==> config.mk <==
export PLATFORM = sky130hd
export DESIGN_NAME = uart_tx_byte_fifo_flat
export DESIGN_NICKNAME = d
export VERILOG_FILES = /design/src/rtl/uart_tx_byte_fifo_if.sv /design/src/rtl/uart_tx_byte_fifo.sv /design/src/flat_wrapper.sv
export SDC_FILE = /design/constraint.sdc
export NUM_CORES = 1
export LEC_CHECK = 0
export BUFFER_PORTS_ARGS = -buffer_cell sky130_fd_sc_hd__buf_4
export CAP_MARGIN = 20
export CORE_AREA = 3 3 111 113
export DETAILED_ROUTE_END_ITERATION = 8
export DIE_AREA = 0 0 114 116
export GPL_ROUTABILITY_DRIVEN = 0
export HOLD_SLACK_MARGIN = 0.03
export PLACE_DENSITY = 0.71
export SLEW_MARGIN = 10
export SYNTH_ARGS = -nofsm -noshare
export SYNTH_HDL_FRONTEND = slang
export SYNTH_SLANG_ARGS = --single-unit
==> constraint.sdc <==
create_clock -name clk -period 3.3 [get_ports clk]
set_input_delay 0.66 -clock clk [delete_from_list [all_inputs] [get_ports clk]]
set_output_delay 0.66 -clock clk [all_outputs]
set_load 0.005 [all_outputs]
==> src/rtl/uart_tx_byte_fifo_if.sv <==
// Signal bundle between byte producers, the transmit FIFO and the UART transmitter.
// The slave modport is the FIFO's view; the master modport is the surrounding environment.
interface uart_tx_byte_fifo_if #(
    parameter int DBIT       = 8,
    parameter int DEPTH_LOG2 = 4
);
    logic                  wr_en;
    logic [DBIT-1:0]       wr_data;
    logic                  full;
    logic                  empty;
    logic [DEPTH_LOG2:0]   count;
    logic                  overflow;
    logic                  tx_start;
    logic [DBIT-1:0]       tx_data;
    logic                  tx_done_tick;
    logic                  busy;

    modport master (
        output wr_en,
        output wr_data,
        output tx_done_tick,
        input  full,
        input  empty,
        input  count,
        input  overflow,
        input  tx_start,
        input  tx_data,
        input  busy
    );

    modport slave (
        input  wr_en,
        input  wr_data,
        input  tx_done_tick,
        output full,
        output empty,
        output count,
        output overflow,
        output tx_start,
        output tx_data,
        output busy
    );
endinterface

==> src/rtl/uart_tx_byte_fifo.sv <==
// Byte FIFO plus issue sequencer feeding a UART transmitter one byte per frame.
// A byte is handed over with a single-cycle tx_start; the next waits for tx_done_tick.
module uart_tx_byte_fifo #(
    parameter int DBIT       = 8,
    parameter int DEPTH_LOG2 = 4
) (
    input  logic               clk,
    input  logic               reset_n,
    uart_tx_byte_fifo_if.slave bus
);
    localparam int                   DEPTH      = 1 << DEPTH_LOG2;
    localparam logic [DEPTH_LOG2:0]   FULL_COUNT = (DEPTH_LOG2 + 1)'(DEPTH);
    localparam logic [DEPTH_LOG2:0]   CNT_ONE    = (DEPTH_LOG2 + 1)'(1);
    localparam logic [DEPTH_LOG2-1:0] PTR_ONE    = DEPTH_LOG2'(1);

    typedef enum logic [1:0] {
        ST_IDLE,
        ST_START,
        ST_WAIT
    } state_t;

    state_t                state;
    state_t                state_next;

    logic [DBIT-1:0]       mem [DEPTH];
    logic [DEPTH_LOG2-1:0] wr_ptr;
    logic [DEPTH_LOG2-1:0] rd_ptr;
    logic [DEPTH_LOG2:0]   count_q;
    logic [DEPTH_LOG2:0]   count_next;
    logic                  full_q;
    logic                  empty_q;
    logic                  overflow_q;
    logic [DBIT-1:0]       tx_data_q;
    logic                  push;
    logic                  pop;
    logic                  tx_start_c;
    logic                  busy_c;

    // full is the registered flag, so a same-cycle pop never frees room for a write
    assign push = bus.wr_en && !full_q;
    assign pop  = (state == ST_IDLE) && !empty_q;

    always_ff @(posedge clk) begin
        if (push) begin
            mem[wr_ptr] <= bus.wr_data;
        end
    end

    always_ff @(posedge clk or negedge reset_n) begin
        if (!reset_n) begin
            wr_ptr <= '0;
            rd_ptr <= '0;
        end else begin
            if (push) begin
                wr_ptr <= wr_ptr + PTR_ONE;
            end
            if (pop) begin
                rd_ptr <= rd_ptr + PTR_ONE;
            end
        end
    end

    always_comb begin
        count_next = count_q;
        case ({push, pop})
            2'b10:   count_next = count_q + CNT_ONE;
            2'b01:   count_next = count_q - CNT_ONE;
            default: count_next = count_q;
        endcase
    end

    always_ff @(posedge clk or negedge reset_n) begin
        if (!reset_n) begin
            count_q    <= '0;
            full_q     <= 1'b0;
            empty_q    <= 1'b1;
            overflow_q <= 1'b0;
        end else begin
            count_q    <= count_next;
            full_q     <= (count_next == FULL_COUNT);
            empty_q    <= (count_next == '0);
            overflow_q <= bus.wr_en && full_q;
        end
    end

    // tx_data holds the last issued byte until the next pop replaces it
    always_ff @(posedge clk or negedge reset_n) begin
        if (!reset_n) begin
            tx_data_q <= '0;
        end else if (pop) begin
            tx_data_q <= mem[rd_ptr];
        end
    end

    always_ff @(posedge clk or negedge reset_n) begin
        if (!reset_n) begin
            state <= ST_IDLE;
        end else begin
            state <= state_next;
        end
    end

    always_comb begin
        state_next = state;
        case (state)
            ST_IDLE:  if (!empty_q) state_next = ST_START;
            ST_START: state_next = ST_WAIT;
            ST_WAIT:  if (bus.tx_done_tick) state_next = ST_IDLE;
            default:  state_next = ST_IDLE;
        endcase
    end

    always_comb begin
        tx_start_c = (state == ST_START);
        busy_c     = (state != ST_IDLE) || !empty_q;
    end

    assign bus.full     = full_q;
    assign bus.empty    = empty_q;
    assign bus.count    = count_q;
    assign bus.overflow = overflow_q;
    assign bus.tx_start = tx_start_c;
    assign bus.tx_data  = tx_data_q;
    assign bus.busy     = busy_c;
endmodule
==> src/flat_wrapper.sv <==
// flat-port wrapper written by rule: the top's interface ports become plain ports
module uart_tx_byte_fifo_flat 
#(
    parameter int DBIT       = 8,
    parameter int DEPTH_LOG2 = 4
)
  (clk, reset_n, bus_wr_en, bus_wr_data, bus_tx_done_tick, bus_full, bus_empty, bus_count, bus_overflow, bus_tx_start, bus_tx_data, bus_busy);
  uart_tx_byte_fifo_if #(.DBIT(DBIT), .DEPTH_LOG2(DEPTH_LOG2)) bus_i ();
  input  logic clk;
  input  logic reset_n;
  input wire logic [$bits(bus_i.wr_en)-1:0] bus_wr_en;
  input wire logic [$bits(bus_i.wr_data)-1:0] bus_wr_data;
  input wire logic [$bits(bus_i.tx_done_tick)-1:0] bus_tx_done_tick;
  output wire logic [$bits(bus_i.full)-1:0] bus_full;
  output wire logic [$bits(bus_i.empty)-1:0] bus_empty;
  output wire logic [$bits(bus_i.count)-1:0] bus_count;
  output wire logic [$bits(bus_i.overflow)-1:0] bus_overflow;
  output wire logic [$bits(bus_i.tx_start)-1:0] bus_tx_start;
  output wire logic [$bits(bus_i.tx_data)-1:0] bus_tx_data;
  output wire logic [$bits(bus_i.busy)-1:0] bus_busy;
  assign bus_i.wr_en = bus_wr_en;
  assign bus_i.wr_data = bus_wr_data;
  assign bus_i.tx_done_tick = bus_tx_done_tick;
  assign bus_full = bus_i.full;
  assign bus_empty = bus_i.empty;
  assign bus_count = bus_i.count;
  assign bus_overflow = bus_i.overflow;
  assign bus_tx_start = bus_i.tx_start;
  assign bus_tx_data = bus_i.tx_data;
  assign bus_busy = bus_i.busy;
  uart_tx_byte_fifo #(.DBIT(DBIT), .DEPTH_LOG2(DEPTH_LOG2)) u_core (.clk(clk), .reset_n(reset_n), .bus(bus_i));
endmodule
# Yosys cells after proc, flatten, opt, wreduce, memory -nomap -nowiden
# Memory sizes are Yosys's and may differ from the RTL's. A register that Yosys moved wholly into a read port is not among the register bits.
# Cells that the tools add are included.
[word_totals]
reg_bits = 18
mem_bits_rw = 128
input_bits = 12
output_inout_bits = 18
word_cells = 36
n_memories = 1
[memory_table]
columns = ["name", "words", "width", "read_ports", "rd_clocked_by_memory_dff", "wr", "line", "text"]
rows = [
  ["u_core.mem", 16, 8, 1, 1, 1, "uart_tx_byte_fifo.sv:25", "logic [DBIT-1:0] mem [DEPTH];"],
]
[op_classes]
n_addsub = 4
n_eq_ne = 7
n_mux = 6
n_reduce_logical = 11
[op_table]
columns = ["op", "count"]
rows = [
  ["$pmux W5 S2", 1],
  ["$add A4 B1 Y4 const B", 2],
  ["$pmux W2 S3", 1],
  ["$add A5 B1 Y5 const B", 1],
  ["$eq A5 B5 Y1 const B", 1],
  ["$logic_not A5 Y1", 1],
  ["$sub A5 B1 Y5 const B", 1],
  ["$eq A2 B1 Y1 const B", 2],
  ["$eq A2 B2 Y1 const B", 2],
  ["$mux W2", 2],
  ["$ne A2 B2 Y1 const B", 2],
  ["$logic_and A1 B1 Y1", 3],
  ["$logic_not A1 Y1", 3],
  ["$logic_not A2 Y1", 1],
  ["$mux W1", 2],
  ["$reduce_and A2 Y1", 1],
  ["$reduce_bool A2 Y1", 1],
  ["$logic_or A1 B1 Y1", 1],
]

# Logic depth before layout (Yosys ltp)
# Gate-level depths: netlist (run 1).
[logic_depth]
depth_word = 5
mapped_depth = 11
depth_no_buf = 10

# Worst setup path after synthesis (run 1)
# Ideal clock, no wire load.
[synth_timing]
kind = "input to register"
from = "input bus_wr_en"
to = "register u_core.full_q, in the netlist u_core.bus.full"
setup_time_ps = 80
arrival_ps = 2438
required_ps = 3220
slack_ps = 781
path_stages = 11
path_buffers = 1
cell_sequence = "nor2b_1 buf_2 inv_1 nand2_4 xnor2_1 ha_1 nor3b_1 a31o_2 a22oi_1 xnor2_1 nor3b_2"
[synth_via]
elab_chain_cells = 4
word_cells_on_any_way = 5
classes_between = "eq/ne (3); mux (1); reduce/logical (1)"
[synth_lines]
columns = ["item", "line", "text"]
rows = [
  ["start: declaration", "flat_wrapper.sv:11", "input wire logic [$bits(bus_i.wr_en)-1:0] bus_wr_en;"],
  ["$logic_and A1 B1 Y1 (*)", "uart_tx_byte_fifo.sv:40", "assign push = bus.wr_en && !full_q;"],
  ["$eq A2 B1 Y1 / $eq A2 B2 Y1 (equally long branches)", "uart_tx_byte_fifo.sv:65", "case ({push, pop})"],
  ["$pmux W5 S2 (*)", "uart_tx_byte_fifo.sv:65", ""],
  ["named net u_core.count_next[4]", "uart_tx_byte_fifo.sv:29", "logic [DEPTH_LOG2:0] count_next;"],
  ["$eq A5 B5 Y1 (*)", "uart_tx_byte_fifo.sv:80", "full_q <= (count_next == FULL_COUNT);"],
  ["end signal: assignment", "uart_tx_byte_fifo.sv:80", ""],
  ["end: declaration", "uart_tx_byte_fifo.sv:30", "logic full_q;"],
]
# Mark *: on every way through the listed nets, which the timed path passes. The rest lies on a longest branch.
# A chain may end at the register's enable or synchronous reset.

# Worst setup path after layout (run 1)
[layout_timing]
from = "register u_core.state[0]"
to = "register u_core.full_q, in the netlist u_core.bus.full"
[layout_via]
elab_chain_cells = 5
word_cells_on_any_way = 6
classes_between = "eq/ne (3); mux (1); reduce/logical (2)"
[layout_lines]
columns = ["item", "line", "text"]
rows = [
  ["start: declaration", "uart_tx_byte_fifo.sv:22", "state_t state;"],
  ["start signal: assignment", "uart_tx_byte_fifo.sv:99", "state <= state_next;"],
  ["$logic_not A2 Y1 (*)", "uart_tx_byte_fifo.sv:41", "assign pop = (state == ST_IDLE) && !empty_q;"],
  ["$logic_and A1 B1 Y1 (*)", "uart_tx_byte_fifo.sv:41", ""],
  ["$eq A2 B1 Y1 / $eq A2 B2 Y1 (equally long branches)", "uart_tx_byte_fifo.sv:65", ""],
  ["$pmux W5 S2 (*)", "uart_tx_byte_fifo.sv:65", ""],
  ["named net u_core.count_next[4]", "uart_tx_byte_fifo.sv:29", ""],
  ["$eq A5 B5 Y1 (*)", "uart_tx_byte_fifo.sv:80", ""],
]
# Marks and branches as above.

==> flow_metrics.tcl, run 1 <==
set metrics [dict create \
    outcome "completed" \
    whs_ns 0.147 \
    switching_share_pct 30.2 \
    max_cap_viol_count 0 \
    fin_crit_ns 2.55 \
    reg2reg_to "u_core.bus.full$_DFF_PN0_" \
    dp.cells 491 \
    grt_pass1_wl_microns 18100 \
    required_ns 3.64 \
    synthFlopType "edfxtp_1" \
    fmax_mhz 392 \
    io-pin-count 30 \
    internal_power_mw 4.61 \
    cts_setup_buffers 0 \
    cts_buffers 17 \
    yosys_register_bits 154 \
    ctsRootBufferMaster "clkbuf_16" \
    critPathLaunchType "flop" \
    netlist_area_sq_mm 0.00619 \
    syn2layout_area_growth_pct 15.3 \
    final_cell_mix "edfxtp_1, mux4_2, buf_4" \
    fin_nets 386 \
    crit_arrival_ns 2.89 \
    core_sq_mm 0.0114 \
    drcViolationCount 0 \
    cp_max_fo 13 \
    fillers 838 \
    endpoint_kind "flop" \
    period_share_pct 77.4 \
    regToRegSetupSlack_ns 0.75 \
    power_frac_seq_pct 41.2 \
    hold_violations 0 \
    synth_fp_nets 348 \
    dr_total_vias 3030 \
    leakagePower_nw 2.51 \
    finalSetupViolations 0 \
    gr-total-overflow 0 \
    yosysSeqAreaShare_pct 72.6 \
    rr_startpoint "u_core.state[0]$_DFFE_PN0P_" \
    pre_cts_ws_ns 0.639 \
    diodes 0 \
    htree_levels 4 \
    std_cell_rows 39 \
    hold_buffers 0 \
    p_sw_mw 1.99 \
    hpwlAfterDp_microns 7210 \
    powerDensity_mw_per_mm2 924 \
    wl_microns 11500 \
    cts_resized 0 \
    rr_worst_depth 10 \
    ir_drop_v 0.000502 \
    worst_pin_slew_ns 0.561 \
    cts_sinks 154 \
    fin_ws_ns 0.746 \
    clock_latency_ns 0.42 \
    drv_slew 0 \
    viasPerCell 5.79 \
    portBuffers 29 \
    wire_per_inst_microns 21.9 \
    drt-pass1-iter-count 7 \
    grtUsageTotal_pct 19.1 \
    fin_cells 523 \
    layout_commonest_cell "edfxtp_1" \
    ant_nets 0 \
    avgSynthCellArea_sq_um 18.8 \
    initial_core_util_pct 54.3 \
    power.clock.fraction_pct 28.2 \
    async_reset_ff_share_pct 16.9 \
    final.setup.tns_ns 0 \
    cts_buffer_depth 2 \
    synth_edf_count 128 \
    crit_start "u_core.state[0]$_DFFE_PN0P_" \
    drtIter0Drc 207 \
    clk_pin_slew_worst_paths_ns 0.06 \
    criticalPathCategory "reg -> reg" \
    slew-limit-headroom_pct 62.6 \
    cts_tree "yes" \
    yosys.cell_types.count 37 \
    fp.dieH_microns 116 \
    combPwrFrac_pct 30.6 \
    antenna_found_initial 0 \
    fin_skew_ns 0.00808 \
    drive_gt1_share_pct 26.8 \
    yosys_warnings 0 \
    grt_max_degree 35 \
    syn_inst 329 \
    hp-class "in -> async" \
    grt_pass1_vias 3147 \
    die_w_microns 114 \
    dieArea_sq_mm 0.0132 \
    rsz0062_at_grt "false" \
]
==> area by class of cell <==
cell class	count	area, sq um	share of cell area, %
clock buffer	25	475	6.66
inverter	7	31.3	0.438
timing repair buffer	33	260	3.64
clock inverter	7	91.3	1.28
sequential	154	4500	63.0
tap	143	179	2.51
multi-input combinational	154	1610	22.5
==> synthesized netlist by cell type (2+ instances only) <==
library cell | n | area share (%)
nand2_1 | 9 | 0.55
nor2_1 | 14 | 0.85
nor2b_1 | 2 | 0.20
nand2b_1 | 2 | 0.20
nor3_1 | 2 | 0.16
inv_1 | 6 | 0.36
nand4_1 | 2 | 0.20
xnor2_1 | 12 | 1.7
buf_2 | 6 | 0.48
ha_1 | 7 | 1.4
a21oi_1 | 12 | 0.97
mux2i_1 | 16 | 2.6
and2_1 | 17 | 1.7
edfxtp_1 | 128 | 62
mux4_2 | 32 | 12
clkbuf_1 | 7 | 0.42
nor3b_1 | 3 | 0.36
dfrtp_1 | 25 | 10
o21ai_0 | 9 | 0.73
==> power groups by stage <==
stage | clock (mW) | combinational, mW | sequential (mW)
after CTS | 1.88 | 2.05 | 2.72
final | 1.86 | 2.02 | 2.72
after global placement | 0 | 2.01 | 2.74
after floorplan | 0 | 1.54 | 2.62
after global routing | 1.97 | 2.23 | 2.76
after detailed placement | 0 | 2.04 | 2.76
==> stage by stage <==
step | utilization [%] | cell area (sq um) | total power, mW
global route | 62.5 | 7140 | 6.96
floorplan | - | 6190 | 4.15
finish | 62.5 | 7140 | 6.60
global placement | 57.6 | 6580 | 4.75
detailed placement | 57.6 | 6580 | 4.80
CTS | 62.5 | 7140 | 6.65
==> registers in the layout (all words and copies together), names as in the netlist <==
name / count
u_core.wr_ptr: 4
u_core.state: 2
u_core.bus.count: 5
u_core.bus.empty: 1
u_core.bus.full: 1
u_core.mem: 128
u_core.rd_ptr: 4
u_core.bus.tx_data: 8
u_core.bus.overflow: 1
==> layer usage <==
| layer | wire, microns | track usage (%) |
|---|---|---|
| met2 | 5660 | 30.0 |
| met5 | 0 | 0 |
| met4 | 192 | 7.68 |
| met3 | 558 | 4.49 |
| met1 | 5060 | 26.4 |
==> how the worst max path moves through the flow <==
stage | slack (ns) | end | cells after the start
CTS | 0.73 | u_core.bus.full$_DFF_PN0_ | 10
detailed placement | 0.64 | u_core.bus.full$_DFF_PN0_ | 11
finish | 0.75 | u_core.bus.full$_DFF_PN0_ | 10
global route | 0.57 | u_core.bus.full$_DFF_PN0_ | 10
floorplan | 0.78 | u_core.bus.full$_DFF_PN0_ | 11
global placement | 0.69 | u_core.bus.full$_DFF_PN0_ | 11
==> kinds of logic (layout without fill, tap and decap cells) <==
kind of cell	count (synthesis)	count (layout)	synth area share, %
AO/OA/AOI/OAI	26	26	2.63
XOR/XNOR	13	13	2.06
adder cells (fa/ha/maj)	7	7	1.41
buffers and inverters	21	72	1.47
flip-flops	154	154	72.6
multiplexers	49	49	14.4
AND/OR/NAND/NOR	59	59	5.45
==> critical path: stages, from the launching register on <==
cell and delay (ns):
dfrtp_1 0.40, or3_4 0.50, clkinv_4 0.12, nand2_4 0.08, xnor2_1 0.14, ha_1 0.23
nor3b_1 0.15, a31o_2 0.24, a22oi_1 0.23, xnor2_1 0.20, nor3b_2 0.20
Note: power is estimated with default switching activity, not from simulation.
==> run 2, diff against run 1 <==
- clock period: 3.3 -> 2.5 ns (I/O delays scaled with it)
==> flow_metrics.tcl, run 2 (synthesized netlist as in run 1, its figures left out) <==
set metrics [dict create \
    period_share_pct 94.2 \
    viasPerCell 5.66 \
    finalSetupViolations 0 \
    fillers 802 \
    cp_max_fo 8 \
    cts_tree "yes" \
    max_cap_viol_count 0 \
    slew-limit-headroom_pct 63.6 \
    die_w_microns 114 \
    multi_input_area_sq_mm 0.00163 \
    final_cell_mix "edfxtp_1, buf_4, mux4_2" \
    clk_pin_slew_worst_paths_ns 0.06 \
    placed_area_sq_mm 0.00669 \
    grt_pass1_vias 3221 \
    largest_reg_flops 128 \
    grtUsageTotal_pct 19.3 \
    finalInstanceArea_sq_mm 0.00738 \
    layout_commonest_cell "edfxtp_1" \
    portBuffers 29 \
    drt-met1-wl_microns 5300 \
    fin_util_pct 64.6 \
    endpoint_kind "flop" \
    ctsRootBufferMaster "clkbuf_16" \
    fin_crit_ns 2.36 \
    drt-pass1-iter-count 4 \
    worst_pin_slew_ns 0.545 \
    io-pin-count 30 \
    drive_gt1_share_pct 31.2 \
    initial_core_util_pct 54.3 \
    wl_met2_microns 5510 \
    grt_pass1_wl_microns 18300 \
    dr_total_vias 3039 \
    cts_sinks 154 \
    final.setup.tns_ns 0 \
    cts_buffer_depth 2 \
    gr-total-overflow 0 \
    required_ns 2.84 \
    htree_levels 4 \
    grt_max_degree 36 \
    fin_skew_ns 0.00601 \
    ant_nets 0 \
    leakagePower_nw 2.63 \
    criticalPathCategory "reg -> reg" \
    ff_latch_area_sq_mm 0.00450 \
    wire_per_inst_microns 21.5 \
    hp-class "in -> reg" \
    highest_layer "met4" \
    fmax_mhz 425 \
    syn2layout_area_growth_pct 19.1 \
    wl_met3_microns 551 \
    dieArea_sq_mm 0.0132 \
    core_sq_mm 0.0114 \
    fp.dieH_microns 116 \
    top_register "u_core.mem" \
    critPathLaunchType "flop" \
    wl_microns 11600 \
    clock_latency_ns 0.42 \
    crit_arrival_ns 2.70 \
    antenna_found_initial 0 \
    ir_drop_v 0.00135 \
    drcViolationCount 0 \
    drv_slew 0 \
    outcome "completed" \
    hold_violations 0 \
    std_cell_rows 39 \
    p_total_mw 9.20 \
    hpwlAfterDp_microns 7090 \
    fin_nets 400 \
    cts_buffers 17 \
    powerDensity_mw_per_mm2 1250 \
    drtIter0Drc 185 \
    diodes 0 \
]
-- run 2: cell types whose count changed in the layout (fill, tap and decap cells not counted), sizes merged --
cell         previous run  this run
buf                    33        46
bufinv                  2         5
clkbuf                 25        17
clkinvlp                1         3
dlygate4sd3             0         1
inv                     6         9
-- run 2: timing repair --
action | CTS | global route
setup buffers | 0 | 1
gates resized for setup | 0 | 5
hold buffers | 1 | 0
endpoints found under the setup margin | 0 | 1
hold endpoints to repair | 25 | 0
-- run 2: per-stage QoR --
stage,hold WS [ns],setup WS (ns),instances
2_1_floorplan,0.204,0.141,329
3_3_place_gp,0.439,0.120,503
3_5_place_dp,0.444,0.0681,503
4_1_cts,0.284,0.0460,536
5_1_grt,0.309,-0.00323,537
6_report,0.297,0.145,537
-- run 2: area by class of cell --
type / instances / share of cell area (%)
Sequential cell: 154 / 60.9
Multi-Input combinational cell: 154 / 22.1
Clock buffer: 17 / 5.77
Timing Repair Buffer: 47 / 5.32
Clock inverter: 15 / 3.02
Tap cell: 143 / 2.42
Inverter: 7 / 0.458
-- run 2: power breakdown --
part	internal [mW]	switching (mW)	total, mW
registers	3.23	0.268	3.50
logic	1.44	1.48	2.92
clock network	1.77	1.01	2.78
total	6.44	2.76	9.20
-- run 2: routing by layer --
metal | GRT usage (%) | vias up
li1 | - | 1392
met1 | 26.5 | 1559
met2 | 29.6 | 74
met3 | 5.38 | 14
met4 | 7.92 | 0
met5 | 0 | -
-- run 2: final timing paths --
check | startpoint | to | slack (ns) | depth (start not counted)
setup / recovery | u_core.state[1]$_DFFE_PN0P_ | u_core.bus.full$_DFF_PN0_ | 0.14 | 10
hold / removal | bus_wr_en | u_core.bus.overflow$_DFF_PN0_ | 0.30 | 2
setup reg to reg | u_core.state[1]$_DFFE_PN0P_ | u_core.bus.full$_DFF_PN0_ | 0.14 | 10
hold reg to reg | u_core.bus.tx_data[7]$_DFFE_PN0P_ | u_core.bus.tx_data[7]$_DFFE_PN0P_ | 0.52 | 2
max in group asynchronous | reset_n | u_core.bus.empty$_DFF_PN1_ | 1.66 | 2
min in group asynchronous | reset_n | u_core.state[1]$_DFFE_PN0P_ | 0.54 | 2
-- run 2: critical path, stage by stage (launching register included) --
cell,delay [ns]
dfrtp_1,0.40
or3_4,0.41
inv_8,0.09
nand2_4,0.08
xnor2_1,0.14
ha_2,0.20
nor3b_2,0.15
a31o_2,0.25
a22oi_2,0.21
xnor2_2,0.16
nor3b_2,0.19
